File: src/rtl/alu_muldiv.sv
// Multi-cycle ALU: single-pass logic/arith ops with one-cycle latency, plus
// iterative shift-add multiply and restoring divide (WIDTH+1 cycle latency).
module alu_muldiv #(
    parameter int WIDTH   = 32,
    parameter int SHAMT_W = $clog2(WIDTH)
) (
    input  logic             clk,
    input  logic             reset,
    input  logic             Start_i,
    input  logic [3:0]       ALU_Operation_i,
    input  logic [WIDTH-1:0] A_i,
    input  logic [WIDTH-1:0] B_i,
    output logic             Busy_o,
    output logic             Done_o,
    output logic             Zero_o,
    output logic [WIDTH-1:0] ALU_Result_o
);

    localparam int CNT_W = $clog2(WIDTH);

    localparam logic [3:0] OP_ADD  = 4'b0000;
    localparam logic [3:0] OP_SUB  = 4'b0001;
    localparam logic [3:0] OP_AND  = 4'b0010;
    localparam logic [3:0] OP_OR   = 4'b0011;
    localparam logic [3:0] OP_XOR  = 4'b0100;
    localparam logic [3:0] OP_SLL  = 4'b0101;
    localparam logic [3:0] OP_SRL  = 4'b0110;
    localparam logic [3:0] OP_LUI  = 4'b0111;
    localparam logic [3:0] OP_MUL  = 4'b1000;
    localparam logic [3:0] OP_MULH = 4'b1001;
    localparam logic [3:0] OP_DIV  = 4'b1010;
    localparam logic [3:0] OP_DIVU = 4'b1011;
    localparam logic [3:0] OP_REM  = 4'b1100;
    localparam logic [3:0] OP_REMU = 4'b1101;

    typedef enum logic [1:0] {
        S_IDLE = 2'd0,
        S_CALC = 2'd1,
        S_FIX  = 2'd2
    } state_t;

    state_t             r_state;
    logic               r_busy;
    logic               r_done;
    logic [WIDTH-1:0]   r_result;
    logic [3:0]         r_op;
    logic [CNT_W-1:0]   r_cnt;
    logic [WIDTH-1:0]   r_hi;
    logic [WIDTH-1:0]   r_lo;
    logic [WIDTH-1:0]   r_mcand;
    logic               r_neg_q;
    logic               r_neg_r;
    logic               r_div0;

    logic               w_accept;
    logic               w_iter;
    logic               w_signed;
    logic               w_is_mul_in;
    logic               w_is_mul_reg;
    logic [WIDTH-1:0]   w_a_mag;
    logic [WIDTH-1:0]   w_b_mag;
    logic [WIDTH-1:0]   w_alu;
    logic [WIDTH:0]     w_msum;
    logic [WIDTH-1:0]   w_mul_hi;
    logic [WIDTH-1:0]   w_mul_lo;
    logic [WIDTH:0]     w_dshift;
    logic               w_dge;
    logic [WIDTH-1:0]   w_ddiff;
    logic [WIDTH-1:0]   w_div_hi;
    logic [WIDTH-1:0]   w_div_lo;
    logic [2*WIDTH-1:0] w_prod;
    logic [2*WIDTH-1:0] w_prod_s;
    logic [WIDTH-1:0]   w_quot_s;
    logic [WIDTH-1:0]   w_rem_s;
    logic [WIDTH-1:0]   w_fix;

    assign w_accept     = Start_i && !r_busy;
    assign w_iter       = ALU_Operation_i[3] && (ALU_Operation_i[2:1] != 2'b11);
    assign w_signed     = (ALU_Operation_i == OP_MUL) || (ALU_Operation_i == OP_MULH) ||
                          (ALU_Operation_i == OP_DIV) || (ALU_Operation_i == OP_REM);
    assign w_is_mul_in  = (ALU_Operation_i[3:1] == 3'b100);
    assign w_is_mul_reg = (r_op[3:1] == 3'b100);
    // The most-negative value's magnitude still fits as an unsigned WIDTH-bit number.
    assign w_a_mag      = (w_signed && A_i[WIDTH-1]) ? -A_i : A_i;
    assign w_b_mag      = (w_signed && B_i[WIDTH-1]) ? -B_i : B_i;

    always_comb begin
        w_alu = '0;
        case (ALU_Operation_i)
            OP_ADD:  w_alu = A_i + B_i;
            OP_SUB:  w_alu = A_i - B_i;
            OP_AND:  w_alu = A_i & B_i;
            OP_OR:   w_alu = A_i | B_i;
            OP_XOR:  w_alu = A_i ^ B_i;
            OP_SLL:  w_alu = A_i << B_i[SHAMT_W-1:0];
            OP_SRL:  w_alu = A_i >> B_i[SHAMT_W-1:0];
            OP_LUI:  w_alu = B_i << 12;
            default: w_alu = '0;
        endcase
    end

    // Multiply step: {hi,lo} shifts right, multiplier bits consumed from lo[0].
    assign w_msum   = {1'b0, r_hi} + (r_lo[0] ? {1'b0, r_mcand} : {(WIDTH+1){1'b0}});
    assign w_mul_hi = w_msum[WIDTH:1];
    assign w_mul_lo = {w_msum[0], r_lo[WIDTH-1:1]};

    // Divide step: hi is the partial remainder, lo shifts dividend out and quotient in.
    assign w_dshift = {r_hi, r_lo[WIDTH-1]};
    assign w_dge    = (w_dshift >= {1'b0, r_mcand});
    assign w_ddiff  = w_dshift[WIDTH-1:0] - r_mcand;
    assign w_div_hi = w_dge ? w_ddiff : w_dshift[WIDTH-1:0];
    assign w_div_lo = {r_lo[WIDTH-2:0], w_dge};

    assign w_prod   = {r_hi, r_lo};
    assign w_prod_s = r_neg_q ? -w_prod : w_prod;
    assign w_quot_s = r_neg_q ? -r_lo : r_lo;
    assign w_rem_s  = r_neg_r ? -r_hi : r_hi;

    always_comb begin
        w_fix = '0;
        case (r_op)
            OP_MUL:  w_fix = w_prod_s[WIDTH-1:0];
            OP_MULH: w_fix = w_prod_s[2*WIDTH-1:WIDTH];
            OP_DIV:  w_fix = r_div0 ? '1 : w_quot_s;
            OP_DIVU: w_fix = r_div0 ? '1 : r_lo;
            OP_REM:  w_fix = w_rem_s;
            OP_REMU: w_fix = r_hi;
            default: w_fix = '0;
        endcase
    end

    always_ff @(posedge clk or posedge reset) begin
        if (reset) begin
            r_state  <= S_IDLE;
            r_busy   <= 1'b0;
            r_done   <= 1'b0;
            r_result <= '0;
            r_op     <= '0;
            r_cnt    <= '0;
            r_hi     <= '0;
            r_lo     <= '0;
            r_mcand  <= '0;
            r_neg_q  <= 1'b0;
            r_neg_r  <= 1'b0;
            r_div0   <= 1'b0;
        end else begin
            r_done <= 1'b0;
            case (r_state)
                S_IDLE: begin
                    if (w_accept) begin
                        if (w_iter) begin
                            r_state <= S_CALC;
                            r_busy  <= 1'b1;
                            r_op    <= ALU_Operation_i;
                            r_cnt   <= '0;
                            r_hi    <= '0;
                            r_lo    <= w_is_mul_in ? w_b_mag : w_a_mag;
                            r_mcand <= w_is_mul_in ? w_a_mag : w_b_mag;
                            r_neg_q <= w_signed && (A_i[WIDTH-1] ^ B_i[WIDTH-1]);
                            r_neg_r <= w_signed && A_i[WIDTH-1];
                            r_div0  <= (B_i == '0);
                        end else begin
                            r_result <= w_alu;
                            r_done   <= 1'b1;
                        end
                    end
                end
                S_CALC: begin
                    r_hi  <= w_is_mul_reg ? w_mul_hi : w_div_hi;
                    r_lo  <= w_is_mul_reg ? w_mul_lo : w_div_lo;
                    r_cnt <= r_cnt + CNT_W'(1);
                    if (r_cnt == CNT_W'(WIDTH-1)) begin
                        r_state <= S_FIX;
                    end
                end
                S_FIX: begin
                    r_result <= w_fix;
                    r_done   <= 1'b1;
                    r_busy   <= 1'b0;
                    r_state  <= S_IDLE;
                end
                default: r_state <= S_IDLE;
            endcase
        end
    end

    assign Busy_o       = r_busy;
    assign Done_o       = r_done;
    assign ALU_Result_o = r_result;
    assign Zero_o       = (r_result == '0);

endmodule

File: config.mk
export PLATFORM = sky130hd
export DESIGN_NAME = alu_muldiv
export DESIGN_NICKNAME = d
export VERILOG_FILES = /design/src/rtl/alu_muldiv.sv
export SDC_FILE = /design/constraint.sdc
export NUM_CORES = 1
export LEC_CHECK = 0
export ABC_AREA = 1
export BUFFER_PORTS_ARGS = -buffer_cell sky130_fd_sc_hd__buf_4
export CAP_MARGIN = 20
export CORE_MARGIN = 3
export CORE_UTILIZATION = 35
export CTS_CLUSTER_DIAMETER = 200
export DETAILED_ROUTE_END_ITERATION = 7
export HOLD_SLACK_MARGIN = 0.05
export PLACE_DENSITY = 0.59
export SLEW_MARGIN = 0
export SYNTH_ARGS = -nofsm -noshare
export SYNTH_HDL_FRONTEND = slang
export SYNTH_SLANG_ARGS = --single-unit
File: constraint.sdc
create_clock -name clk -period 9 [get_ports clk]
set_input_delay 1.8 -clock clk [delete_from_list [all_inputs] [get_ports clk]]
set_output_delay 1.8 -clock clk [all_outputs]
set_load 0.005 [all_outputs]
# --- Yosys cells after proc, flatten, opt, wreduce, memory -nomap -nowiden ---
# Index checks and enable logic that the tools add are counted.
# W data, S select, Z words.
totals:
  out_inout_bits: 35
  elab_cells: 113
  in_bits: 71
  reg_bits: 144
op_classes:
  bitwise: 4
  muxes: 37
  order_cmp: 1
  shifts: 2
  n_eq_ne: 27
  addsub: 10
  n_reduce_logical: 20
ops:
  columns: ["op", "count"]
  rows:
  - ["$mux W32", 18]
  - ["$pmux W32 S8", 1]
  - ["$pmux W32 S2", 3]
  - ["$pmux W32 S6", 1]
  - ["$neg A32 Y32", 4]
  - ["$logic_not A32 Y1", 2]
  - ["$mux W64", 1]
  - ["$neg A64 Y64", 1]
  - ["$sub A32 B32 Y32", 2]
  - ["$eq A4 B4 Y1 const B", 10]
  - ["$add A32 B32 Y33", 1]
  - ["$ge A33 B32 Y1", 1]
  - ["$add A32 B32 Y32", 1]
  - ["$and A32 B32 Y32", 1]
  - ["$or A32 B32 Y32", 1]
  - ["$shl A32 B5 Y32", 1]
  - ["$shr A32 B5 Y32", 1]
  - ["$xor A32 B32 Y32", 1]
  - ["$eq A4 B3 Y1 const B", 4]
  - ["$reduce_and A3 Y1", 5]
  - ["$mux W5", 2]
  - ["$ne A2 B2 Y1 const B", 5]
  - ["$pmux W5 S2", 1]
  - ["$eq A4 B2 Y1 const B", 2]
  - ["other kinds (17)", 31]

# --- Longest topological paths before layout ---
# Gate-level depths: netlist of run 1.
depth:
  depth_word: 10
  ltp_mapped: 30
  ltp_nobuf: 28

# --- Worst setup path before layout of run 1 ---
# No wires, ideal clock.
synth_timing:
  kind: "input-to-reg"
  startpoint: "in B_i[1]"
  endpoint: "reg r_result[31] (netlist: ALU_Result_o[31])"
  setup_time_ns: 0.117
  t_required_ns: 8.883
  t_arrival_ns: 4.469
  path_buffers: 2
  cell_stages: 28
  slack_ns: 4.415
  path_cell_list: "buf_4 inv_2 buf_2 ha_1 nand2_2 inv_2 nand2_2 nor2_1 nand2_1 nor2_2 nand2_1 nand2_1 a31oi_1 ha_1 nand2_1 inv_1 a21oi_1 nand2_1 nand2_1 nand2_1 a21oi_1 nand2_1 nand3_1 nand2_1 nand2_1 nand2_1 nand2_1 nand2_1"
synth_between:
  elab_chain_len: 5
  word_cells_on_any_way: 8
  classes_between: "add/sub (2); shift (2); mux (4)"
synth_rtl:
  columns: ["item", "line", "source"]
  rows:
  - ["start: declaration", "12", "input logic [WIDTH-1:0] B_i,"]
  - ["$sub A32 B32 Y32 (tied with other cells)", "91", "OP_SUB: w_alu = A_i - B_i;"]
  - ["$pmux W32 S8 *", "89", "case (ALU_Operation_i)"]
  - ["$mux W32 *", "151", "if (w_iter) begin"]
  - ["$mux W32 *", "150", "if (w_accept) begin"]
  - ["$pmux W32 S2 *", "148", "case (r_state)"]
  - ["end signal: assignment", "163", "r_result <= w_alu;"]
  - ["end signal: assignment", "177", "r_result <= w_fix;"]
  - ["end: declaration", "45", "logic [WIDTH-1:0] r_result;"]
# Mark *: on every way between the ends. The rest lies on a longest branch, timed or not. The select of a mux whose other input is x is not followed.
# A chain may end at the register's enable or synchronous reset.

# --- Worst setup path in the final report of run 1 ---
layout_timing:
  startpoint: "in ALU_Operation_i[3]"
  endpoint: "reg r_result[6] (netlist: ALU_Result_o[6])"
layout_between:
  elab_chain_len: 5
  word_cells_on_any_way: 15
  classes_between: "eq/ne (8); mux (4); reduce/logical (3)"
layout_rtl:
  columns: ["item", "line", "source"]
  rows:
  - ["start: declaration", "10", "input logic [3:0] ALU_Operation_i,"]
  - ["$eq A4 B3 Y1 (tied with other cells)", "89", null]
  - ["$pmux W32 S8", "89", null]
  - ["$mux W32", "151", null]
  - ["$mux W32", "150", null]
  - ["$pmux W32 S2", "148", null]
# Parallel ways exist; a longest one is shown, timed or not. The select of a mux whose other input is x is not followed.

==> metrics.yaml, run 1 <==
status: "complete, no violations"
finalHoldViolCount: 0
synth-compound-area-share: 0.175
drt_wl_total_um: 157000
cts_buffers: 17
min_period_ps: 5900
synth_top_family_by_area: "simple AND/OR/NAND/NOR gates"
ys_warn_count: 0
path_class: "in2reg"
whs_path_depth: 1
drtAntennaViolNets: 0
drc_errors: 0
layout_commonest_cell: "nand2_1"
whs_ps: 519
p_leak_nw: 13.9
grt_max_degree: 79
async_flop_share: 1.00
die-area_um2: 76700
synth_mux_area_frac: 0.000779
io_buffers: 105
fin_nets: 4965
grt_usage: 0.394
holdBufCountCts: 0
ys_seq_area_frac: 0.140
tightest_slew_ps: 1290
power_density_nw_per_um2: 336
fillers: 8321
avgSynthCellArea_um2: 5.40
register_area_um2: 3600
synthDistinctLibCells: 61
antenna_found_initial: 10
synth_edf_count: 0
grt-ovfl-total: 0
maxSlewViolCount: 0
clk_pin_slew_ps: 70
synth_cells: 4758
gp_congestion: 1.11
drtIter0Drc: 4330
max_freq_mhz: 170
clk_latency_ps: 500
cts_tree: "built"
wl_per_cell_um: 27.6
synth_fp_nets: 4998
multiInputGateArea_um2: 19500
mostFrequentLayoutCells: "1536 x nand2_1, 636 x nand3_1, 511 x nor2_1"
post_cts_resized: 0
critPathMaxFanout: 46
die_h_um: 277
layout-drive-gt1-share: 0.0519
synth_xor_area_frac: 0.0187
place_hpwl_um: 125000
crit_path_cell_trace: "buf_4, nor2_1, inv_1, nor2_1, inv_2, a31oi_1, ha_1, nand2_1, inv_1, a21oi_1, nand2_1, o21ai_0, nand3_1, nor2_1, nor2_1, nor2_1, a21oi_1"
critPathRequiredTime_ps: 9360
boundaryPins: 106
crit_path_frequent_cell: "nor2_1"
setup-tns-final_ps: 0
grt_pass1_vias: 31000
reg2reg_depth: 11
dr.pass1.iters: 8
cp_slowest_stage_delay_ps: 820
cts_max_level: 4
peakVddDrop_mv: 0.270
cts_sinks: 144
skew_ps: 27.8
crit_path_start_kind: "input port"
cts_buffer_depth: 2
syn-cell-area_um2: 25700
post_cts_buffers: 0
synth-adder-area-share: 0.0831
relSlewSlack: 0.136
coreArea_um2: 72100
via_per_inst: 5.99
chipWidth_um: 277
synth-simple-area-share: 0.476
rows: 98
cap_viol_max_count: 0
hold_class: "reg2reg"
start_util: 0.357
finalCritPeriodShare: 0.655
crit_slowest_cell: "nor2_1"
cp.arrival_ps: 6260
synthFlopType: "dfrtp_1"
setup_viol: 0
worstSetupEndpointType: "register"
areaGrowthSynthToFinish_pct: 8.28
cts_root_buf: "clkbuf_16"
grt_pass1_wl_um: 222000
synth-seq-cells: 144
dr_total_vias: 34100
rsz0062_at_grt: "false"
[worst max-delay path: cells and delay by family]
kind                       cells  cell delay, ps
and+or+nand+nor                8            2190
adders and majority gates      1             380
buffers and inverters          4             890
AOI/OAI and AO/OA              4             990
[cell families (layout without fill, tap and decap cells)]
kind of cell | count (synthesis) | in the layout
xor gates and xnor gates | 55 | 55
and+or+nand+nor | 2889 | 2889
DFF | 144 | 144
other | 0 | 2
adders and majority gates | 169 | 169
muxes | 2 | 2
AOI/OAI and AO/OA | 805 | 805
buffers and inverters | 694 | 674
[Yosys cell counts (4+ instances only)]
master	instances	share of area
nand2_1	1537	0.22
nand3_1	636	0.12
nor2_1	518	0.076
inv_1	484	0.071
o21ai_0	301	0.059
a21oi_1	275	0.054
ha_1	166	0.081
dfrtp_1	144	0.14
clkbuf_1	118	0.017
nand4_1	62	0.015
o211ai_1	61	0.018
buf_2	51	0.0099
xor2_1	38	0.013
o21ai_1	29	0.0056
a211oi_1	27	0.0079
a31oi_1	27	0.0066
nand3b_1	27	0.0079
nor3_1	27	0.0053
xnor2_1	17	0.0058
buf_1	15	0.0022
inv_2	14	0.0020
nor4_1	13	0.0032
o21a_1	13	0.0038
a22oi_1	12	0.0035
nor2_2	12	0.0029
o22ai_1	12	0.0029
o21bai_1	11	0.0032
a21boi_0	10	0.0029
and2_1	9	0.0022
or2_2	9	0.0022
a21o_1	8	0.0023
nand2_2	7	0.0017
nor2_4	6	0.0026
o2111ai_1	6	0.0020
and3_1	5	0.0012
buf_4	5	0.0015
o221ai_1	4	0.0014
or4_1	4	0.0012
[area by class of cell]
type	count	share of cell area
inverters	502	0.0680
clock buffers	19	0.0163
flip-flops and latches	144	0.129
clock inverters	13	0.00634
multi-input cells	3920	0.699
diodes	2	0.000180
well taps	950	0.0427
repair buffers	140	0.0382
[registers in the layout (all words and copies together), names as in the netlist]
name,flops
Busy_o,1
r_hi,32
Done_o,1
ALU_Result_o,32
r_neg_q,1
r_op,4
r_neg_r,1
r_state,2
r_cnt,5
r_lo,32
r_mcand,32
r_div0,1
[worst paths after layout]
check | from | end | slack (ps)
worst max-delay path | ALU_Operation_i[3] | ALU_Result_o[6] | 3100
worst max register to register | r_lo[0] | ALU_Result_o[0] | 5220
min in group asynchronous | reset | r_hi[30] | 1440
max in group asynchronous | reset | r_neg_q | 6010
worst min-delay path | r_cnt[4] | r_cnt[4] | 520
worst min register to register | r_cnt[4] | r_cnt[4] | 520
[routing by layer]
metal  global-route usage  wire, um
met5                    0        96
met4                0.347     16900
met3               0.0715     14900
met2                0.601     67200
met1                0.473     58000
[where the power goes]
part,internal [mW],total [mW],switching (mW)
combinational,2.08,6.85,4.77
sequential,0.959,1.70,0.741
clock,0.457,0.812,0.355
[through the flow]
stage          power, mW  cell area (um^2)  worst slack (ps)  cells   util
2_1_floorplan       5.76             25700              3330   4758      -
3_3_place_gp        8.25             27200              2750   5655  0.377
3_5_place_dp        8.25             27200              2740   5655  0.377
4_1_cts             9.09             27800              3250   5687  0.386
5_1_grt             10.0             27800              2810   5688  0.386
6_report            9.36             27800              3100   5690  0.386
Power figures use the tool's default switching activity.
==> run 2: changes to the inputs <==
==> constraint.sdc (replaced) <==
create_clock -name clk -period 5.6 [get_ports clk]
set_input_delay 1.12 -clock clk [delete_from_list [all_inputs] [get_ports clk]]
set_output_delay 1.12 -clock clk [all_outputs]
set_load 0.005 [all_outputs]
==> run 2 against run 1 <==
Compared with the run above: global-route usage increased by 0.62 points; highest routed layer unchanged; count of clock-buffer cells in the layout unchanged; cell area increased by 0.84%; sequential share of layout area decreased by 0.11 points; critical endpoint is now ALU_Result_o[22]; setup slack got worse by 2000 ps; largest power group unchanged.
==> metrics.yaml, run 2 (synthesized netlist as in run 1, its figures left out) <==
status: "complete, no violations"
cap_viol_max_count: 0
coreArea_um2: 72100
chipWidth_um: 277
maxSlewViolCount: 0
place_hpwl_um: 129000
peakVddDrop_mv: 0.287
max_freq_mhz: 224
cts_max_level: 4
finalHoldViolCount: 0
tightest_slew_ps: 1120
clk_pin_slew_ps: 80
post_cts_resized: 0
grt-ovfl-total: 0
mostFrequentLayoutCells: "1536 x nand2_1, 636 x nand3_1, 512 x nor2_1"
clk_latency_ps: 500
wl_per_cell_um: 27.8
start_util: 0.357
via_per_inst: 5.97
skew_ps: 31.2
cts_buffer_depth: 2
rows: 98
hold_class: "reg2reg"
layout-drive-gt1-share: 0.0590
drtIter0Drc: 4192
antenna_found_initial: 6
gp_congestion: 1.09
relSlewSlack: 0.245
dr_total_vias: 34200
critPathRequiredTime_ps: 6020
setup-tns-final_ps: 0
p_leak_nw: 14.0
boundaryPins: 106
worstSetupEndpointType: "register"
total_power_mw: 15.2
post_cts_buffers: 0
cts_root_buf: "clkbuf_16"
holdBufCountCts: 0
crit_path_start_kind: "input port"
power_density_nw_per_um2: 541
path_class: "in2reg"
min_period_ps: 4470
fin_nets: 5004
drt_wl_total_um: 159000
die_h_um: 277
cts_buffers: 17
grt_pass1_wl_um: 225000
critPathMaxFanout: 16
whs_ps: 515
grt_max_degree: 68
rsz0062_at_grt: "false"
drc_errors: 0
dr.pass1.iters: 6
areaGrowthSynthToFinish_pct: 9.18
setup_viol: 0
finalCritPeriodShare: 0.799
drtAntennaViolNets: 0
die-area_um2: 76700
layout_commonest_cell: "nand2_1"
cts_tree: "built"
cp.arrival_ps: 4890
io_buffers: 105
grt_usage: 0.400
cts_sinks: 144
grt_pass1_vias: 31100
[run 2: path summary, 6_finish.rpt]
| kind | from | endpoint | slack [ps] | cells after the start |
|---|---|---|---|---|
| min | r_cnt[4] | r_cnt[4] | 510 | 1 |
| min in group asynchronous | reset | r_hi[30] | 690 | 2 |
| min reg2reg | r_cnt[4] | r_cnt[4] | 510 | 1 |
| max reg2reg | r_lo[0] | ALU_Result_o[0] | 1770 | 11 |
| max | B_i[3] | ALU_Result_o[22] | 1130 | 26 |
| max in group asynchronous | reset | r_lo[24] | 3770 | 3 |
[run 2: cell type report]
| type | count | area [um^2] |
|---|---|---|
| diodes | 2 | 5.00 |
| clock buffers | 19 | 433 |
| clock inverters | 13 | 151 |
| fillers | 8392 | 44000 |
| inverters | 502 | 1890 |
| multi-input cells | 3920 | 19500 |
| flip-flops and latches | 144 | 3600 |
| well taps | 950 | 1190 |
| repair buffers | 179 | 1340 |
[run 2: power by group]
part / switching (mW) / internal (mW)
clock network: 0.555 / 0.664
registers: 1.08 / 1.54
logic: 7.97 / 3.37
total: 9.60 / 5.58
[run 2: per-layer routing]
metal  share of wire  vias up  GRT usage
met5        0.000082        -          0
met4            0.11        2      0.363
met3           0.089      552     0.0706
met2            0.42     2104      0.613
met1            0.37    15900      0.476
li1                -    15700          -
[run 2: critical path: stages]
cell     delay [ps]
buf_4           170
nor2_4          390
nand2_1         160
nor2_4          270
nand2_1         120
nor2_1          140
inv_1            80
o21ai_1         160
nand2_1          70
o21ai_0         350
ha_1            430
nand2_1         160
inv_1            70
a21oi_1         190
inv_1            60
a21oi_1         160
nand2_1         150
nand2_1         110
nand2_1          50
nand2_1          50
nand3_1          60
nand2_1         100
nand2_1          60
nand2_1          80
nand2_1          40
nand2_1          60
[run 2: through the flow]
| step | instances | setup WS (ps) | cell area (um^2) | util |
|---|---|---|---|---|
| after global routing | 5727 | 827 | 28100 | 0.389 |
| final | 5729 | 1130 | 28100 | 0.389 |
| after global placement | 5694 | 735 | 27500 | 0.381 |
| after CTS | 5726 | 1240 | 28100 | 0.389 |
| after detailed placement | 5694 | 745 | 27500 | 0.381 |
| after floorplan | 4758 | 614 | 25700 | - |
